$ cat src/rtl/instruction_prefetch_buffer.sv
// instruction_prefetch_buffer
// Sequential instruction fetch with one outstanding req/ack transaction and a
// DEPTH-entry first-word-fall-through queue of {pc, instruction} pairs.
// A redirect flushes the queue and restarts fetch at the (word-aligned) target.
// Optional macro PREFETCH_STATS_EN adds saturating flush/discard counters.
module instruction_prefetch_buffer #(
   parameter int          DEPTH    = 4,
   parameter logic [63:0] RESET_PC = 64'h0
) (
   input  logic                   clk,
   input  logic                   reset,
   input  logic                   redirect_valid,
   input  logic [63:0]            redirect_pc,
   output logic                   mem_req,
   output logic [63:0]            mem_addr,
   input  logic                   mem_ack,
   input  logic [31:0]            mem_rdata,
   output logic                   inst_valid,
   output logic [63:0]            inst_pc,
   output logic [31:0]            inst_data,
   input  logic                   inst_ready,
   output logic [$clog2(DEPTH):0] occupancy
`ifdef PREFETCH_STATS_EN
   ,
   output logic [15:0]            flush_count,
   output logic [15:0]            discard_count
`endif
);
   localparam int PTR_W = $clog2(DEPTH);
   localparam int CNT_W = PTR_W + 1;
   localparam logic [CNT_W-1:0] DEPTH_C = CNT_W'(DEPTH);
   localparam logic [CNT_W-1:0] CNT_ONE = CNT_W'(1);
   localparam logic [PTR_W-1:0] PTR_ONE = PTR_W'(1);

   typedef enum logic [1:0] {
      ST_IDLE  = 2'd0,
      ST_WAIT  = 2'd1,
      ST_DRAIN = 2'd2
   } state_e;

   state_e           state_q, state_d;
   logic [63:0]      fetch_pc_q, fetch_pc_d;
   logic [63:0]      mem_addr_q, mem_addr_d;
   logic             mem_req_q, mem_req_d;
   logic [CNT_W-1:0] count_q, count_d;
   logic [PTR_W-1:0] wr_ptr_q, wr_ptr_d;
   logic [PTR_W-1:0] rd_ptr_q, rd_ptr_d;
   logic [63:0]      fifo_pc_q   [DEPTH];
   logic [31:0]      fifo_data_q [DEPTH];

   logic [63:0]      redirect_tgt_s;
   logic [63:0]      next_seq_s;
   logic             ack_s;
   logic             pop_s;
   logic             push_s;
   logic             space_s;
   logic             unused_redirect_lsb_s;

   // Instructions are word aligned, so the two low target bits carry no information.
   assign redirect_tgt_s        = {redirect_pc[63:2], 2'b00};
   assign unused_redirect_lsb_s = ^redirect_pc[1:0];
   assign next_seq_s            = mem_addr_q + 64'd4;
   assign ack_s                 = mem_req_q & mem_ack;
   assign pop_s                 = inst_valid & inst_ready & ~redirect_valid;
   // Only an ack in WAIT without a concurrent redirect carries wanted data.
   assign push_s                = (state_q == ST_WAIT) & ack_s & ~redirect_valid;
   assign space_s               = (count_d < DEPTH_C);

   assign mem_req    = mem_req_q;
   assign mem_addr   = mem_addr_q;
   assign inst_valid = (count_q != {CNT_W{1'b0}});
   assign inst_pc    = fifo_pc_q[rd_ptr_q];
   assign inst_data  = fifo_data_q[rd_ptr_q];
   assign occupancy  = count_q;

   // Queue bookkeeping: a redirect empties the queue, otherwise push/pop move pointers and count.
   always_comb begin
      count_d  = count_q;
      wr_ptr_d = wr_ptr_q;
      rd_ptr_d = rd_ptr_q;
      if (redirect_valid) begin
         count_d  = {CNT_W{1'b0}};
         wr_ptr_d = {PTR_W{1'b0}};
         rd_ptr_d = {PTR_W{1'b0}};
      end else begin
         if (push_s) wr_ptr_d = wr_ptr_q + PTR_ONE;
         else        wr_ptr_d = wr_ptr_q;
         if (pop_s)  rd_ptr_d = rd_ptr_q + PTR_ONE;
         else        rd_ptr_d = rd_ptr_q;
         if (push_s && !pop_s)      count_d = count_q + CNT_ONE;
         else if (!push_s && pop_s) count_d = count_q - CNT_ONE;
         else                       count_d = count_q;
      end
   end

   // Fetch FSM next state: issue when there is room, drain an abandoned request after a redirect.
   always_comb begin
      state_d = state_q;
      case (state_q)
         ST_IDLE: begin
            if (redirect_valid || space_s) state_d = ST_WAIT;
            else                           state_d = ST_IDLE;
         end
         ST_WAIT: begin
            if (ack_s) begin
               if (redirect_valid || space_s) state_d = ST_WAIT;
               else                           state_d = ST_IDLE;
            end else if (redirect_valid) begin
               state_d = ST_DRAIN;
            end else begin
               state_d = ST_WAIT;
            end
         end
         ST_DRAIN: begin
            if (ack_s) state_d = ST_WAIT;
            else       state_d = ST_DRAIN;
         end
         default: state_d = ST_IDLE;
      endcase
   end

   // Fetch FSM outputs: next fetch pc, next request address, and request strobe.
   always_comb begin
      fetch_pc_d = fetch_pc_q;
      mem_addr_d = mem_addr_q;
      case (state_q)
         ST_IDLE: begin
            if (redirect_valid) begin
               fetch_pc_d = redirect_tgt_s;
               mem_addr_d = redirect_tgt_s;
            end else if (space_s) begin
               mem_addr_d = fetch_pc_q;
            end else begin
               mem_addr_d = mem_addr_q;
            end
         end
         ST_WAIT: begin
            if (ack_s && !redirect_valid) begin
               fetch_pc_d = next_seq_s;
               mem_addr_d = next_seq_s;
            end else if (redirect_valid) begin
               fetch_pc_d = redirect_tgt_s;
               // Without an ack the request must stay on the bus unchanged.
               if (ack_s) mem_addr_d = redirect_tgt_s;
               else       mem_addr_d = mem_addr_q;
            end else begin
               fetch_pc_d = fetch_pc_q;
            end
         end
         ST_DRAIN: begin
            if (redirect_valid) fetch_pc_d = redirect_tgt_s;
            else                fetch_pc_d = fetch_pc_q;
            if (ack_s) mem_addr_d = redirect_valid ? redirect_tgt_s : fetch_pc_q;
            else       mem_addr_d = mem_addr_q;
         end
         default: begin
            fetch_pc_d = RESET_PC;
            mem_addr_d = RESET_PC;
         end
      endcase
      mem_req_d = (state_d != ST_IDLE);
   end

   // FSM state register.
   always_ff @(posedge clk) begin
      if (reset) state_q <= ST_IDLE;
      else       state_q <= state_d;
   end

   // Fetch datapath and queue control registers.
   always_ff @(posedge clk) begin
      if (reset) begin
         fetch_pc_q <= RESET_PC;
         mem_addr_q <= RESET_PC;
         mem_req_q  <= 1'b0;
         count_q    <= {CNT_W{1'b0}};
         wr_ptr_q   <= {PTR_W{1'b0}};
         rd_ptr_q   <= {PTR_W{1'b0}};
      end else begin
         fetch_pc_q <= fetch_pc_d;
         mem_addr_q <= mem_addr_d;
         mem_req_q  <= mem_req_d;
         count_q    <= count_d;
         wr_ptr_q   <= wr_ptr_d;
         rd_ptr_q   <= rd_ptr_d;
      end
   end

   // Queue storage; contents are only meaningful below the count, so no reset is needed.
   always_ff @(posedge clk) begin
      if (push_s) begin
         fifo_pc_q[wr_ptr_q]   <= mem_addr_q;
         fifo_data_q[wr_ptr_q] <= mem_rdata;
      end
   end

`ifdef PREFETCH_STATS_EN
   logic [15:0] flush_count_q, flush_count_d;
   logic [15:0] discard_count_q, discard_count_d;
   logic        discard_s;

   assign discard_s     = ack_s & ((state_q == ST_DRAIN) | redirect_valid);
   assign flush_count   = flush_count_q;
   assign discard_count = discard_count_q;

   // Saturating event counters for redirects and dropped fetch data.
   always_comb begin
      if (redirect_valid && (flush_count_q != 16'hFFFF)) flush_count_d = flush_count_q + 16'd1;
      else                                                flush_count_d = flush_count_q;
      if (discard_s && (discard_count_q != 16'hFFFF)) discard_count_d = discard_count_q + 16'd1;
      else                                             discard_count_d = discard_count_q;
   end

   // Statistics counter registers.
   always_ff @(posedge clk) begin
      if (reset) begin
         flush_count_q   <= 16'd0;
         discard_count_q <= 16'd0;
      end else begin
         flush_count_q   <= flush_count_d;
         discard_count_q <= discard_count_d;
      end
   end
`endif

endmodule

$ cat config.mk
export PLATFORM = sky130hd
export DESIGN_NAME = instruction_prefetch_buffer
export DESIGN_NICKNAME = d
export VERILOG_FILES = /design/src/rtl/instruction_prefetch_buffer.sv
export SDC_FILE = /design/constraint.sdc
export NUM_CORES = 1
export LEC_CHECK = 0
export CORE_AREA = 4 4 231 233
export DETAILED_ROUTE_END_ITERATION = 6
export DIE_AREA = 0 0 235 237
export PLACE_DENSITY = 0.69
export SLEW_MARGIN = 10
export SYNTH_ARGS = -nofsm -noshare
export SYNTH_HDL_FRONTEND = slang
export SYNTH_SLANG_ARGS = --single-unit
export TNS_END_PERCENT = 10
$ cat constraint.sdc
create_clock -name clk -period 5.43 [get_ports clk]
set_clock_uncertainty 0.2 [all_clocks]
set_input_delay 1.086 -clock clk [delete_from_list [all_inputs] [get_ports clk]]
set_output_delay 1.086 -clock clk [all_outputs]
set_load 0.01 [all_outputs]
==> results.md, run 1 <==
- Final hold vios: 0
- Library cells used by synthesis: 70
- Buffers on Ports: 263
- Max VDD drop: between 200 and 300 uV
- Hold path cells: 1
- Final instance area: approximately 28,000 um^2
- Clock Latency Late Sink: roughly 600 ps
- Tcrit/Tclk final: ~78%
- Kind of critical path: flop to output port
- Worst setup SP type: flop
- First-pass GRT wire length: ~99,000 um
- P&R area growth vs syn: 22.7%
- Die height: between 200 and 250 um
- Final setup fails: 0
- Post-synthesis sequential area ratio: 62.5%
- Hold Path End: fetch_pc_q[14]
- Synth Area per Inst: between 10 and 15 um^2
- Total CTS buffers: 54
- Post-route DRC: 0
- Max-slew violations: 0
- Initial core utilization: between 40 and 50%
- CTS Sinks: roughly 520
- Placed cell areas: approximately 26,000 um^2
- Cells after Synth: between 1,500 and 2,000
- Worst-margin pin slew: about 1100 ps
- CTS tree: done
- Per-cell routed wire length: ~24 um
- Asr flop ratio synth: 0%
- Postcts setup bufs: 0
- Die width: 235 um
- Critical Path RT: 4140 ps
- WP data arrival: approximately 3000 ps
- Rel. slew slack: between 20% and 30%
- IO Pins: roughly 270
- Nets@finish: 2,095
- Net Count, Synth: 1,857
- Number of synthesized register bits: between 500 and 600
- GR Overflow Total: 0
- Largest net degree at the start of global routing: 85
- Diodes inserted: 0
- Commonest non-fill, non-tap cell in the layout: edfxtp_1
- Max clock buf depth: 3
- RR Endpoint: mem_addr[54]
- Worst reg2reg path depth: 7
- Post-synth EDFFs: roughly 380
- Clock-pin transition on the worst setup and hold timing paths: roughly 60 ps
- DP Cell Count: 2,608
- Worst Setup End Kind: output port
- Vias per Instance: between 6 and 7
- Post-CTS sizing: 0
- Highest clock rate: roughly 240 MHz
- Max-cap violations: 0
- Antenna violations before repair: 4
- LEAKAGE: slightly above 9 nW
- Fin crit period: ~4200 ps
- Vias in the first global route: ~16,000
- FF-to-FF setup slack: between 1500 and 2000 ps
- Reg-to-reg critical path startpoint: mem_addr[3]
- Initial DRT Pass Iterations: 7
- HP Class: flop to flop
- Synth warnings: 0
- Gr usage total: a little under a quarter
- Layout cells sized above 1: 12.4%
- P per Cell Area: 338 nW/um^2
- Row cnt: between 80 and 90
- Core Box Area: 51,200 um^2
- Layout Cells excl Fill: about 2,700
- Hold Startpoint: fetch_pc_q[14]
- Mapped cell area: approximately 23,000 um^2
- ANT nets after route: 0
- Starting DRT DRC Count: 1,521
- H-tree Lvls: 2
- Final setup TNS: 0 ps
- Ys flop type: edfxtp_1
- Hold-fix buffers, CTS: 0
- Gpl congestion: 0.868
- Crit path max fanout: 31
- Commonest non-fill, non-tap cells in the layout: edfxtp_1 (384), clkdlybuf4s50_1 (261), nor2_1 (145)
- DP Wirelength: ~41,000 um
- Via Count: 16,300
- Die Area: between 50,000 and 60,000 um^2
- CTS root buf: clkbuf_16
- Final WL: approximately 65,000 um
- RSZ-0062 raised after global routing: no
- Status: completed
==> per-stage QoR <==
step / hold WS [ps] / power [mW] / worst slack (ps) / util, %
2_1_floorplan: 249 / 5.32 / -94.8 / -
5_1_grt: 327 / 9.89 / 1020 / 55.0
6_report: 295 / 9.52 / 1220 / 55.0
3_3_place_gp: 258 / 5.86 / 1330 / 51.6
4_1_cts: 293 / 9.59 / 1120 / 55.0
3_5_place_dp: 278 / 5.90 / 1270 / 51.6
==> cell usage after synthesis, drive strengths merged, types with 11 or more instances <==
| library cell | instances | share of area (%) |
|---|---|---|
| o21ai | 99 | 2.2 |
| mux4 | 96 | 9.4 |
| xor2 | 14 | 0.53 |
| nand2 | 109 | 1.8 |
| nand2b | 25 | 0.68 |
| nor3 | 44 | 0.96 |
| clkbuf | 96 | 1.6 |
| nand4 | 22 | 0.60 |
| o22ai | 20 | 0.55 |
| nor2 | 145 | 2.4 |
| a21oi | 113 | 2.5 |
| nand3 | 38 | 0.83 |
| o21a | 11 | 0.36 |
| dfxtp | 140 | 12 |
| xnor2 | 26 | 0.99 |
| or3 | 15 | 0.41 |
| a31oi | 14 | 0.38 |
| a211oi | 11 | 0.36 |
| mux2i | 53 | 2.3 |
| edfxtp | 384 | 50 |
| and3 | 20 | 0.55 |
| inv | 27 | 0.44 |
| o211ai | 16 | 0.52 |
| nor4 | 26 | 0.89 |
| buf | 28 | 0.52 |
==> logic make-up after synthesis <==
group	share of synthesized area, %
flip-flops	62.5
AND/OR/NAND/NOR	10.4
AO/OA/AOI/OAI	10.5
multiplexers	12.0
buffers and inverters	2.54
XOR/XNOR	1.53
adder cells (fa/ha/maj)	0.545
==> where the power goes <==
part	internal (mW)	leakage [nW]	total [mW]	switching, mW
Clock	2.14	0.844	3.69	1.54
Combinational	0.489	3.76	1.11	0.623
Sequential	4.48	4.68	4.72	0.240
==> worst max-delay path by stage <==
| stage | startpoint | to | slack (ps) | depth (start not counted) |
|---|---|---|---|---|
| after detailed placement | mem_ack | mem_addr[62] | 1270 | 13 |
| after global placement | mem_ack | mem_addr[62] | 1330 | 12 |
| after CTS | flop | inst_pc[49] | 1120 | 3 |
| final | flop | inst_pc[49] | 1220 | 3 |
| after global routing | flop | inst_pc[62] | 1020 | 3 |
| after floorplan | redirect_valid | fifo_data_q[2][0] | -90 | 7 |
==> cell type report <==
type                       instances  area [um^2]
multi-input combinational       1071         8070
timing repair buffer             306         3060
fill                            4194        23000
inverter                          27          101
clock inverter                    27          267
sequential                       524        14300
clock buffer                      74         1480
tap                              680          851
==> routing by layer <==
metal	global-route usage [%]	part of all wire, %	up-vias
li1	-	-	7252
met1	30.5	41	8231
met2	37.4	48	703
met3	4.79	8.0	126
met4	6.43	2.5	8
met5	0	0.066	-
==> sequential cells by signal, indices dropped and copies added, names as in the netlist, named ones only <==
| name | cells |
|---|---|
| fifo_pc_q | 256 |
| fifo_data_q | 128 |
| mem_req | 1 |
| rd_ptr_q | 2 |
| fetch_pc_q | 64 |
| wr_ptr_q | 2 |
| occupancy | 3 |
| mem_addr | 64 |
| state_q | 2 |
==> critical path, cell delays in order (launching register included) <==
cell and delay (ps):
dfxtp_4 840, buf_12 360, mux4_2 580, clkdlybuf4s50_1 500
(Power assumes the default switching activity.)
==> inputs of run 2 (changes only) <==
==> constraint.sdc (replaced) <==
create_clock -name clk -period 3.78 [get_ports clk]
set_clock_uncertainty 0.2 [all_clocks]
set_input_delay 0.756 -clock clk [delete_from_list [all_inputs] [get_ports clk]]
set_output_delay 0.756 -clock clk [all_outputs]
set_load 0.01 [all_outputs]
==> run 2 against run 1 <==
Net effect:
- register-to-register slack got worse by 1100 ps
- combinational power rose by 68%
- hold slack lost 5.6 ps
- largest cell class unchanged
- final area rose by 2.1%
- power up 44%
- sequential share of layout area down 1.0 points
- sequential power up 40%
==> results.md, run 2 (same netlist as run 1, synthesis figures left out) <==
- Worst setup SP type: flop (unchanged)
- Row cnt: 83 (unchanged)
- Vias per Instance: 5.95 (was 6.02)
- WP data arrival: 2610 ps (was 2920 ps)
- Highest clock rate: between 200 and 300 MHz
- Largest registers: fifo_pc_q x256, fifo_data_q x128 (unchanged)
- Nets@finish: 2,157 (was 2,095)
- Commonest non-fill, non-tap cell in the layout: edfxtp_1 (unchanged)
- Final WL: 65,400 um (was 65,100 um)
- Worst Setup End Kind: output port (unchanged)
- Core Box Area: 51,200 um^2 (unchanged)
- Antenna violations before repair: 7 (was 4)
- Commonest non-fill, non-tap cells in the layout: edfxtp_1 (384), clkdlybuf4s50_1 (261), nor2_1 (145) (unchanged)
- Reg-to-reg critical path startpoint: mem_addr[5] (was mem_addr[3])
- Top reg by flops: fifo_pc_q (unchanged)
- Gate power share: 13.6% (was 11.7%)
- Critical Path RT: 2820 ps (was 4140 ps)
- Crit-path max cell delay: 550 ps (was 840 ps)
- Final hold vios: 0 (unchanged)
- Layout cells sized above 1: 14.8% (was 12.4%)
- Max VDD drop: 421 uV (was 255 uV)
- P per Cell Area: 477 nW/um^2 (was 338 nW/um^2)
- ANT nets after route: 0 (unchanged)
- Initial core utilization: 44.8% (unchanged)
- LEAKAGE: 9.63 nW (was 9.28 nW)
- Sequential share of power: 48.4% (was 49.6%)
- Die width: 235 um (unchanged)
- Max-cap violations: 0 (unchanged)
- Clock Latency Late Sink: 600 ps (about the same)
- First-pass GRT wire length: 99,800 um (was 98,800 um)
- Crit path max fanout: 21 (was 31)
- Critical path cell sequence: buf_12, buf_4, mux4_2, clkdlybuf4s50_1 (was buf_12, mux4_2, clkdlybuf4s50_1)
- Largest net degree at the start of global routing: 160 (was 85)
- Clock network power share: 38.1% (was 38.8%)
- Final setup fails: 0 (unchanged)
- Final Util: 56.2% (was 55.0%)
- Hold-fix buffers, CTS: 0 (unchanged)
- Placement Setup Slack: 149 ps (was 1270 ps)
- DP Wirelength: 42,900 um (was 40,900 um)
- HP Class: flop to flop (unchanged)
- Die Area: 55,700 um^2 (unchanged)
- Clock-pin transition on the worst setup and hold timing paths: 60 ps (about the same)
- Status: completed (unchanged)
- Fillcell total: 4,119 (was 4,194)
- Final setup margin: 216 ps (was 1220 ps)
- P&R area growth vs syn: 25.3% (was 22.7%)
- CTS root buf: clkbuf_16 (unchanged)
- Fin crit period: 3560 ps
- Switching Power: 3.42 mW (was 2.41 mW)
- Post-CTS sizing: 0 (unchanged)
- Total CTS buffers: 54 (unchanged)
- Internal power: 10.3 mW (was 7.11 mW)
- Post-route DRC: 0 (unchanged)
- Worst reg2reg path depth: 7 (unchanged)
- Vias in the first global route: 16,500 (was 16,200)
- GR Overflow Total: 0 (unchanged)
- H-tree Lvls: 2 (unchanged)
- Per-cell routed wire length: 23.6 um (was 24.0 um)
- Switching fraction of total power: 24.9% (was 25.3%)
- Max-slew violations: 0 (unchanged)
- Gpl congestion: 0.876 (was 0.868)
- Top delay family on crit path: buffers and inverters (unchanged)
- RSZ-0062 raised after global routing: no (unchanged)
- Via Count: 16,500 (was 16,300)
- CP max-delay cell: mux4_2 (was dfxtp_4)
- Kind of critical path: flop to output port (unchanged)
- Postcts setup bufs: 0 (unchanged)
- Max clock buf depth: 3 (unchanged)
- Levels on crit path: 4 (was 3)
- Hold Startpoint: fetch_pc_q[14] (unchanged)
- Buffers on Ports: 263 (unchanged)
- Buf/Inv on CP: 3 (was 2)
- Largest register FFs: 256 (unchanged)
- IO Pins: 266 (unchanged)
- Starting DRT DRC Count: 1,535 (was 1,521)
- Gr usage total: 22.9% (was 22.6%)
- Rel. slew slack: 45.4% (was 29.4%)
- CTS Sinks: 524 (unchanged)
- Tcrit/Tclk final: around 94%
- CTS tree: done (unchanged)
- Hold path cells: 1 (unchanged)
- Initial DRT Pass Iterations: 5 (was 7)
- Worst-margin pin slew: 819 ps (was 1060 ps)
- Die height: 237 um (unchanged)
==> run 2: per-stage QoR <==
step           cell area [um^2]  TNS [ps]  instances  total power [mW]  hold slack, ps
2_1_floorplan             23000   -126240       1746              7.64             249
6_report                  28700         0       2772              13.7             290
3_3_place_gp              27000         0       2670              8.53             258
3_5_place_dp              27000         0       2670              8.58             278
4_1_cts                   28700         0       2769              13.8             290
5_1_grt                   28700         0       2770              14.3             310
==> run 2: area by class of cell <==
class                   instances  area [um^2]  share of cell area [%]
flip-flops and latches        524        14300                    49.9
clock buffers                  75         1510                    5.27
inverters                      27          101                   0.353
repair buffers                368         3650                    12.7
clock inverters                24          214                   0.744
multi-input cells            1071         8070                    28.1
diodes                          3         7.51                  0.0261
well taps                     680          851                    2.96
==> run 2: path summary, 6_finish.rpt <==
| check | to | slack [ps] |
|---|---|---|
| worst max-delay path | inst_data[27] | 220 |
| worst max register to register | mem_addr[58] | 520 |
| worst min register to register | fetch_pc_q[14] | 290 |
| worst min-delay path | fetch_pc_q[14] | 290 |
==> run 2: routing by layer <==
metal / part of all wire, % / track usage [%]
met5: 0.095 / 0
met1: 41 / 30.9
met4: 3.2 / 7.81
met3: 7.7 / 4.87
met2: 48 / 37.3
==> run 2: power by group through the flow <==
stage / logic [mW] / registers (mW) / clock network (mW)
2_1_floorplan: 0.843 / 6.80 / 0
3_3_place_gp: 1.80 / 6.73 / 0
3_5_place_dp: 1.84 / 6.75 / 0
4_1_cts: 1.85 / 6.62 / 5.34
5_1_grt: 2.00 / 6.65 / 5.60
6_report: 1.86 / 6.63 / 5.21
==> inputs of run 3 (changes only) <==
--- a/config.mk
+++ b/config.mk
@@ -5,9 +5,10 @@
 export SDC_FILE = /design/constraint.sdc
 export NUM_CORES = 1
 export LEC_CHECK = 0
-export CORE_AREA = 4 4 231 233
+export CORE_AREA = 2 2 229 231
+export CTS_CLUSTER_SIZE = 40
 export DETAILED_ROUTE_END_ITERATION = 6
-export DIE_AREA = 0 0 235 237
+export DIE_AREA = 0 0 231 233
 export PLACE_DENSITY = 0.69
 export SLEW_MARGIN = 10
 export SYNTH_ARGS = -nofsm -noshare
==> run 3 against run 2 <==
Net effect:
- the run now ends with design-rule violations left
- sequential power hardly changed
- wire length about the same
- utilization is 0.30 points higher
- count of clock-buffer cells in the layout is 9 lower
- power rose by 1.7%
- via count barely moved
- highest routed layer unchanged
==> results.md, run 3 (same netlist as run 1, synthesis figures left out) <==
- GR Overflow Total: 0 (unchanged)
- H-tree Lvls: 2 (unchanged)
- Initial DRT Pass Iterations: 7 (was 5)
- Max-slew violations: 0 (unchanged)
- Buffers on Ports: 263 (unchanged)
- Commonest non-fill, non-tap cell in the layout: edfxtp_1 (unchanged)
- Vias per Instance: 5.95 (about the same)
- Largest net degree at the start of global routing: 142 (was 160)
- Final setup TNS: 0 ps (unchanged)
- Postcts setup bufs: 0 (unchanged)
- Die Area: 53,800 um^2 (was 55,700 um^2)
- Post-CTS sizing: 0 (unchanged)
- Core Box Area: 51,100 um^2 (was 51,200 um^2)
- Initial core utilization: 44.9% (was 44.8%)
- ANT nets after route: 0 (unchanged)
- Worst Setup End Kind: output port (unchanged)
- CTS root buf: clkbuf_16 (unchanged)
- RSZ-0062 raised after global routing: no (unchanged)
- Power Total: 13.9 mW (was 13.7 mW)
- Critical Path RT: 2820 ps (about the same)
- Kind of critical path: flop to output port (unchanged)
- Final WL: 65,400 um (about the same)
- Vias in the first global route: 16,400 (was 16,500)
- Antenna violations before repair: 6 (was 7)
- Tcrit/Tclk final: 94.5% (was 94.3%)
- Die width: 231 um (was 235 um)
- Max clock buf depth: 3 (unchanged)
- Via Count: 16,500 (about the same)
- Nets@finish: 2,159 (was 2,157)
- Post-route DRC: 8 (was 0)
- Layout cells sized above 1: 15.1% (was 14.8%)
- P&R area growth vs syn: 25.7% (was 25.3%)
- Final hold vios: 0 (unchanged)
- Clock-pin transition on the worst setup and hold timing paths: 60 ps (about the same)
- Per-cell routed wire length: 23.5 um (was 23.6 um)
- Largest registers: fifo_pc_q x256, fifo_data_q x128 (unchanged)
- LEAKAGE: 9.68 nW (was 9.63 nW)
- DP Wirelength: 42,600 um (was 42,900 um)
- Total CTS buffers: 56 (was 54)
- CTS tree: done (unchanged)
- Gpl congestion: 0.888 (was 0.876)
- Crit path max fanout: 26 (was 21)
- Commonest non-fill, non-tap cells in the layout: edfxtp_1 (384), clkdlybuf4s50_1 (261), nor2_1 (145) (unchanged)
- Top reg by flops: fifo_pc_q (unchanged)
- CTS Sinks: 524 (unchanged)
- Hold-fix buffers, CTS: 0 (unchanged)
- Worst setup SP type: flop (unchanged)
- Highest clock rate: 280 MHz (was 281 MHz)
- Max VDD drop: 373 uV (was 421 uV)
- Die height: 233 um (was 237 um)
- HP Class: flop to flop (unchanged)
- Fillcell total: 4,159 (was 4,119)
- WP data arrival: 2620 ps (was 2610 ps)
- Max-cap violations: 0 (unchanged)
- IO Pins: 266 (unchanged)
- Largest register FFs: 256 (unchanged)
- Final Util: 56.5% (was 56.2%)
- Rel. slew slack: 49.5% (was 45.4%)
- Starting DRT DRC Count: 1,593 (was 1,535)
- Fin crit period: 3570 ps (was 3560 ps)
- First-pass GRT wire length: 97,700 um (was 99,800 um)
- P per Cell Area: 483 nW/um^2 (was 477 nW/um^2)
- Clock Latency Late Sink: 600 ps (about the same)
- Failing checks: design-rule violations
- Worst-margin pin slew: 750 ps (was 819 ps)
- Final setup fails: 0 (unchanged)
- Row cnt: 83 (unchanged)
- Status: finished, violations left (was completed)
- Hold slack: 286 ps (was 290 ps)
- Gr usage total: 23.9% (was 22.9%)
-- run 3: cell types whose count changed in the layout (fill, tap and decap cells not counted), moves of 2 or more --
cell       delta
bufinv_16     +2
clkbuf_1      -9
clkinv_1      +7
inv_6         +2
-- run 3: through the flow --
| step | area (um^2) | std cells | worst slack (ps) |
|---|---|---|---|
| final | 28800 | 2776 | 208 |
| after floorplan | 23000 | 1746 | -321 |
| after CTS | 28800 | 2772 | 130 |
| after global routing | 28800 | 2775 | 76.7 |
| after detailed placement | 27000 | 2670 | 107 |
| after global placement | 27000 | 2670 | 159 |
-- run 3: layout make-up --
class,count,area [um^2],share of cell area [%]
tap,680,851,2.95
timing repair buffer,368,3660,12.7
multi-input combinational,1071,8070,28.0
clock inverter,36,329,1.14
inverter,27,101,0.351
clock buffer,66,1480,5.13
antenna,4,10.0,0.0347
sequential,524,14300,49.7
-- run 3: path summary, 6_finish.rpt --
check / startpoint / end / slack [ps] / depth (start not counted)
worst min-delay path: fetch_pc_q[14] / fetch_pc_q[14] / 290 / 1
worst max-delay path: flop / inst_pc[14] / 210 / 3
worst max register to register: occupancy[0] / mem_addr[48] / 360 / 13
worst min register to register: fetch_pc_q[14] / fetch_pc_q[14] / 290 / 1
-- run 3: worst max-delay path, cell delays in order, from the launching register on --
cell and delay (ps):
dfxtp_4 380, buf_4 510, mux4_2 600, clkdlybuf4s50_1 500
-- run 3: routing by layer --
layer / track usage (%) / share of wire [%] / up-vias
li1: - / - / 7391
met1: 31.6 / 41 / 8357
met2: 39.4 / 48 / 651
met3: 4.63 / 7.4 / 110
met4: 8.87 / 2.7 / 4
met5: 0 / 0.040 / -
-- run 3: power breakdown --
group / internal, mW / total, mW / switching (mW)
combinational: 0.811 / 1.90 / 1.09
sequential: 6.43 / 6.61 / 0.182
clock: 3.19 / 5.43 / 2.24
total: 10.4 / 13.9 / 3.51
==> variant 1: new RTL, flow settings as in run 1 <==
Change the parameter `DEPTH` from 4 to 2.
--- a/src/rtl/instruction_prefetch_buffer.sv
+++ b/src/rtl/instruction_prefetch_buffer.sv
@@ -5,5 +5,5 @@
 // Optional macro PREFETCH_STATS_EN adds saturating flush/discard counters.
 module instruction_prefetch_buffer #(
-   parameter int          DEPTH    = 4,
+   parameter int          DEPTH    = 2,
    parameter logic [63:0] RESET_PC = 64'h0
 ) (
Ports: changed (resized occupancy); port bits go from 266 to 265. No check against the original RTL was run, so the function may have changed too.
==> variant 1 against run 1 <==
  * Routed wire length decreased by 18%
  * Non-clock buffer count shrank 7
  * Sequential cell count decreased by 196
  * Final cell count down 8.6%
  * Power down 33%
  * Final area fell by 27%
  * Area after synthesis is 30% lower
  * Combinational power decreased by 16%
  * Setup slack better by 0.27 ns
  * Sequential share of layout area down 9.4 points
  * Die area unchanged
  * Critical path depth increased by 9
  * Critical endpoint is now mem_addr[40]$_SDFFE_PP0P_
  * Largest cell class unchanged
  * Highest routed layer unchanged
==> variant 1: results (changes against run 1) <==
static leakage 0.00688 µW (was 0.00928 µW); Worst Reg-to-Reg Cells 12 (was 7); dpl cells 2409 (was 2608); worst reg2reg path endpoint mem_addr[40]$_SDFFE_PP0P_ (was mem_addr[54]$_SDFFE_PP0P_); via count 13927 (was 16320); WL per Instance 21.6 µm (was 24.0 µm); pin count of the biggest net entering global routing 73 (was 85); Largest register FFs 128 (was 256); First-pass DRT Iterations 5 (was 7); # port buffers 262 (was 263); EDFF count, synth 192 (was 384); status completed (unchanged); GR Util All Layers 18.3% (was 22.6%); Worst Hold Depth 2 (was 1); ranking of synthesized cells by area edfxtp_1 (36%), dfxtp_1 (17%), mux2_2 (7.3%), a21oi_1 (4.2%), o21ai_0 (3.8%) (was edfxtp_1 (50%), dfxtp_1 (12%), mux4_2 (9.4%), a21oi_1 (2.5%), nor2_1 (2.4%)); worst r2r src occupancy[1]$_SDFF_PP0_ (was mem_addr[3]$_SDFFE_PP0P_); Worst Hold Endpoint mem_addr[1]$_SDFFE_PP0P_ (was fetch_pc_q[14]$_SDFF_PP0_); Max stage delay on crit path 0.52 ns (was 0.84 ns); filler cell count 4882 (was 4194); delay-heaviest family, CP compound AO/OA/AOI/OAI gates (was buffers and inverters); sequential element share of the synthesized area 53.1% (was 62.5%); Post-Syn Area per Cell 10.3 µm² (was 13.1 µm²); NumNets Final 1872 (was 2095); Post-Syn Nets 1651 (was 1857); share of cells above drive strength 1 12.8% (was 12.4%); GP Congestion 0.877 (was 0.868); Starting DRT DRC Count 1121 (was 1521); Rel. slew slack 32.7% (was 29.4%); worst-path maximum fanout 25 (was 31); crit path DAT 4.18 ns (was 2.92 ns); detailed placement HPWL 35.7 mm (was 40.9 mm); DP Area 0.0193 mm² (was 0.0264 mm²); Yosys cell types 81 (was 70)
## variant 1: stage by stage
step           worst slack, ns  hold WS [ns]
2_1_floorplan            0.398         0.266
3_3_place_gp              1.03         0.279
3_5_place_dp             0.937         0.292
4_1_cts                   1.47         0.302
5_1_grt                   1.34         0.322
6_report                  1.49         0.302
## variant 1: layer usage
metal  vias to the layer above  routed length (µm)  track usage, %
met5                         -                 127               0
met4                        16                1760            6.96
met3                       154                4700            4.87
met2                       700               25900            30.6
met1                      6797               20900            22.6
li1                       6260                   -               -
## variant 1: worst reg2reg max path, delay by kind of cell, from the launching register on
kind | cells | cell delay (ns)
AOI/OAI and AO/OA | 4 | 1.27
adders and majority gates | 2 | 0.44
buffers and inverters | 3 | 0.65
DFF | 1 | 0.40
and+or+nand+nor | 3 | 0.50
## variant 1: logic make-up (layout without fill, tap and decap cells)
logic type,count (synthesis),in the layout,synth area share [%]
mux,132,132,9.11
flops,328,328,53.1
compound gates,434,434,16.7
fa+ha+maj,4,4,0.313
other cells,0,5,0
simple gates,471,471,15.0
xor+xnor,39,39,2.14
buf+inv,138,384,3.67
## variant 1: how the worst max path moves through the flow
stage / start / end / slack, ns / cells after the start
2_1_floorplan: redirect_valid / fifo_data_q[1][0]$_DFFE_PP_ / 0.40 / 5
3_3_place_gp: mem_ack / mem_addr[40]$_SDFFE_PP0P_ / 1.03 / 12
3_5_place_dp: mem_ack / mem_addr[40]$_SDFFE_PP0P_ / 0.94 / 12
4_1_cts: flop / inst_data[4] / 1.47 / 3
5_1_grt: mem_ack / mem_addr[40]$_SDFFE_PP0P_ / 1.34 / 12
6_report: mem_ack / mem_addr[40]$_SDFFE_PP0P_ / 1.49 / 12
## variant 1: layout make-up
type / instances / area share [%]
diodes: 5 / 0.0611
clock inverters: 23 / 1.16
repair buffers: 299 / 14.3
flip-flops and latches: 328 / 41.5
inverters: 22 / 0.403
clock buffers: 40 / 4.58
well taps: 680 / 4.16
multi-input cells: 1080 / 33.9
## variant 1: power breakdown
part	total, µW	switching [µW]	internal [µW]
sequential	2950	187	2760
clock	2480	1010	1480
combinational	932	519	413
total	6370	1710	4650
==> variant 2: new RTL, settings of run 1 <==
Without the edit above. Build with the macro `PREFETCH_STATS_EN` defined.
--- a/src/rtl/instruction_prefetch_buffer.sv
+++ b/src/rtl/instruction_prefetch_buffer.sv
@@ -4,4 +4,6 @@
 // A redirect flushes the queue and restarts fetch at the (word-aligned) target.
 // Optional macro PREFETCH_STATS_EN adds saturating flush/discard counters.
+`define PREFETCH_STATS_EN
+
 module instruction_prefetch_buffer #(
    parameter int          DEPTH    = 4,
New outputs: discard_count and flush_count. Check against the original RTL: not settled (the Yosys comparison gave no result); the edit may change what the design does.
==> variant 2 against run 1 <==
  * Setup slack better by 0.049 ns
  * Power up 3.1%
  * Final area grew 7.5%
  * Largest cell class unchanged
  * Clock power rose by 7.0%
  * Sequential cell count up 32
  * Area after synthesis grew 7.5%
  * Routed wire length increased by 10%
  * Non-clock buffer count increased by 25
  * Critical endpoint is now inst_pc[10]
==> variant 2: results (changes against run 1) <==
CTS HTree Levels 2 (unchanged); Clk pin slew, worst setup/hold paths 0.06 ns (about the same); CTS buffer count 57 (was 54); routing usage on met3 5.97% (was 4.79%); filler cell count 4049 (was 4194); # port buffers 295 (was 263); Max stage delay on crit path 0.63 ns (was 0.84 ns); Worst Hold Depth 2 (was 1); Largest regs fifo_pc_q: 256 flops, fifo_data_q: 128 flops (unchanged); endpoints failing setup 0 (unchanged); EDFF count, synth 384 (unchanged); cts repair resizes 0 (unchanged); async set-or-reset flop fraction in the synthesized netlist 0% (unchanged); ranking of synthesized cells by area edfxtp_1 (47%), dfxtp_1 (14%), mux4_2 (8.8%), a21oi_1 (2.6%), nor2_1 (2.5%) (was edfxtp_1 (50%), dfxtp_1 (12%), mux4_2 (9.4%), a21oi_1 (2.5%), nor2_1 (2.4%)); Vias/cell 6.19 (was 6.02); top cell types by occurrence after synthesis edfxtp_1 (384), dfxtp_1 (172), nor2_1 (167), nand2_1 (142), a21oi_1 (126) (was edfxtp_1 (384), nor2_1 (145), dfxtp_1 (140), a21oi_1 (113), nand2_1 (108)); detailed placement HPWL 45.6 mm (was 40.9 mm); crit path DAT 2.88 ns (was 2.92 ns); GRT met1 Usage 34.3% (was 30.5%); Worst Reg-to-Reg Cells 7 (unchanged); status completed (unchanged); root buffer cell clkbuf_16 (unchanged); pin count of the biggest net entering global routing 97 (was 85); Setup Fix Bufs, Post-CTS 0 (unchanged); First-pass DRT Iterations 7 (unchanged); dpl cells 2840 (was 2608); GP Congestion 0.931 (was 0.868); CP max-delay cell mux4_2 (was dfxtp_4); Residual DRC 0 (unchanged); Yosys cell types 87 (was 70); Post-Syn Area per Cell 12.6 µm² (was 13.1 µm²); yosys warns 0 (unchanged); CTS max path bufs 3 (unchanged); clk_lat worst skew 0.62 ns (was 0.60 ns); sequential element share of the synthesized area 60.7% (was 62.5%); antenna violations before repair 15 (was 4); Sw Ratio 24.6% (was 25.3%); Rel. slew slack 19.4% (was 29.4%); first-pass GRT wire length 110 mm (was 98.8 mm); drt total wl 71.6 mm (was 65.1 mm); vias in the first global route 18250 (was 16237); GR Util All Layers 25.1% (was 22.6%); Post-Syn Nets 2078 (was 1857); static leakage 0.00985 µW (was 0.00928 µW); Hold Crit Class reg -> reg (unchanged); Starting DRT DRC Count 2107 (was 1521); grt met2 use 39.3% (was 37.4%); share of cells above drive strength 1 11.9% (was 12.4%); NumNets Final 2332 (was 2095); fin cells 2957 (was 2709); Max VDD drop 0.000222 V (was 0.000255 V); worst-path maximum fanout 96 (was 31)
variant 2: cell count changes after synthesis, moves of 12 or more:
| cell | before | now |
|---|---|---|
| a21oi_1 | 113 | 126 |
| nand2b_1 | 25 | 13 |
| nand2_1 | 108 | 142 |
| o21ai_0 | 99 | 124 |
| nand4_1 | 22 | 35 |
| dfxtp_1 | 140 | 172 |
| nor2_1 | 145 | 167 |
| a211oi_1 | 11 | 28 |
| mux2i_1 | 53 | 39 |
| o22ai_1 | 20 | 4 |
variant 2: cells by family (layout without fill, tap and decap cells):
kind of cell,count (synthesis),count (layout),synth area share (%)
buf+inv,171,474,2.74
simple gates,591,591,11.9
xor+xnor,59,59,2.09
fa+ha+maj,12,12,0.608
flops,556,556,60.7
other cells,0,9,0
compound gates,437,437,11.4
mux,139,139,10.5
variant 2: worst paths after layout:
check / from / end / slack [ns]
min: wr_ptr_q[1]$_SDFFE_PP0P_ / wr_ptr_q[1]$_SDFFE_PP0P_ / 0.30
min reg2reg: wr_ptr_q[1]$_SDFFE_PP0P_ / wr_ptr_q[1]$_SDFFE_PP0P_ / 0.30
max: flop / inst_pc[10] / 1.27
max reg2reg: mem_addr[2]$_SDFFE_PP0P_ / fetch_pc_q[44]$_SDFF_PP0_ / 1.51
variant 2: layout make-up:
type | count | area, µm² | share of cell area, %
well taps | 680 | 851 | 2.81
multi-input cells | 1238 | 9070 | 30.0
flip-flops and latches | 556 | 15000 | 49.5
inverters | 35 | 131 | 0.434
repair buffers | 331 | 3320 | 11.0
clock inverters | 43 | 415 | 1.37
clock buffers | 65 | 1490 | 4.91
diodes | 9 | 22.5 | 0.0744
variant 2: routing by layer:
metal  share of wire (%)  wire length [µm]
met4                 3.7              2660
met1                  41             29200
met2                  46             33100
met5                0.12                85
met3                 9.0              6460
variant 2: tightest hold or removal path: stages, from the launching register on:
cell and delay (ns):
dfxtp_1 0.34, nand2_1 0.06, a21oi_1 0.05
variant 2: power groups by stage:
| stage | Combinational (µW) | Sequential [µW] | Clock (µW) |
|---|---|---|---|
| floorplan | 512 | 4910 | 0 |
| global placement | 920 | 4970 | 0 |
| detailed placement | 944 | 4990 | 0 |
| CTS | 950 | 4900 | 4020 |
| global route | 1040 | 4920 | 4210 |
| finish | 962 | 4900 | 3950 |
variant 2: stage by stage:
stage          total power, µW  cell area, µm²  utilization (%)  setup TNS (ns)  setup WS (ns)
6_report                  9810           30300             59.1               0           1.27
3_5_place_dp              5930           28400             55.4               0           1.12
2_1_floorplan             5420           24700                -           -4.45        -0.0232
4_1_cts                   9870           30300             59.1               0           1.26
5_1_grt                  10200           30300             59.1               0           1.19
3_3_place_gp              5890           28400             55.4               0           1.21
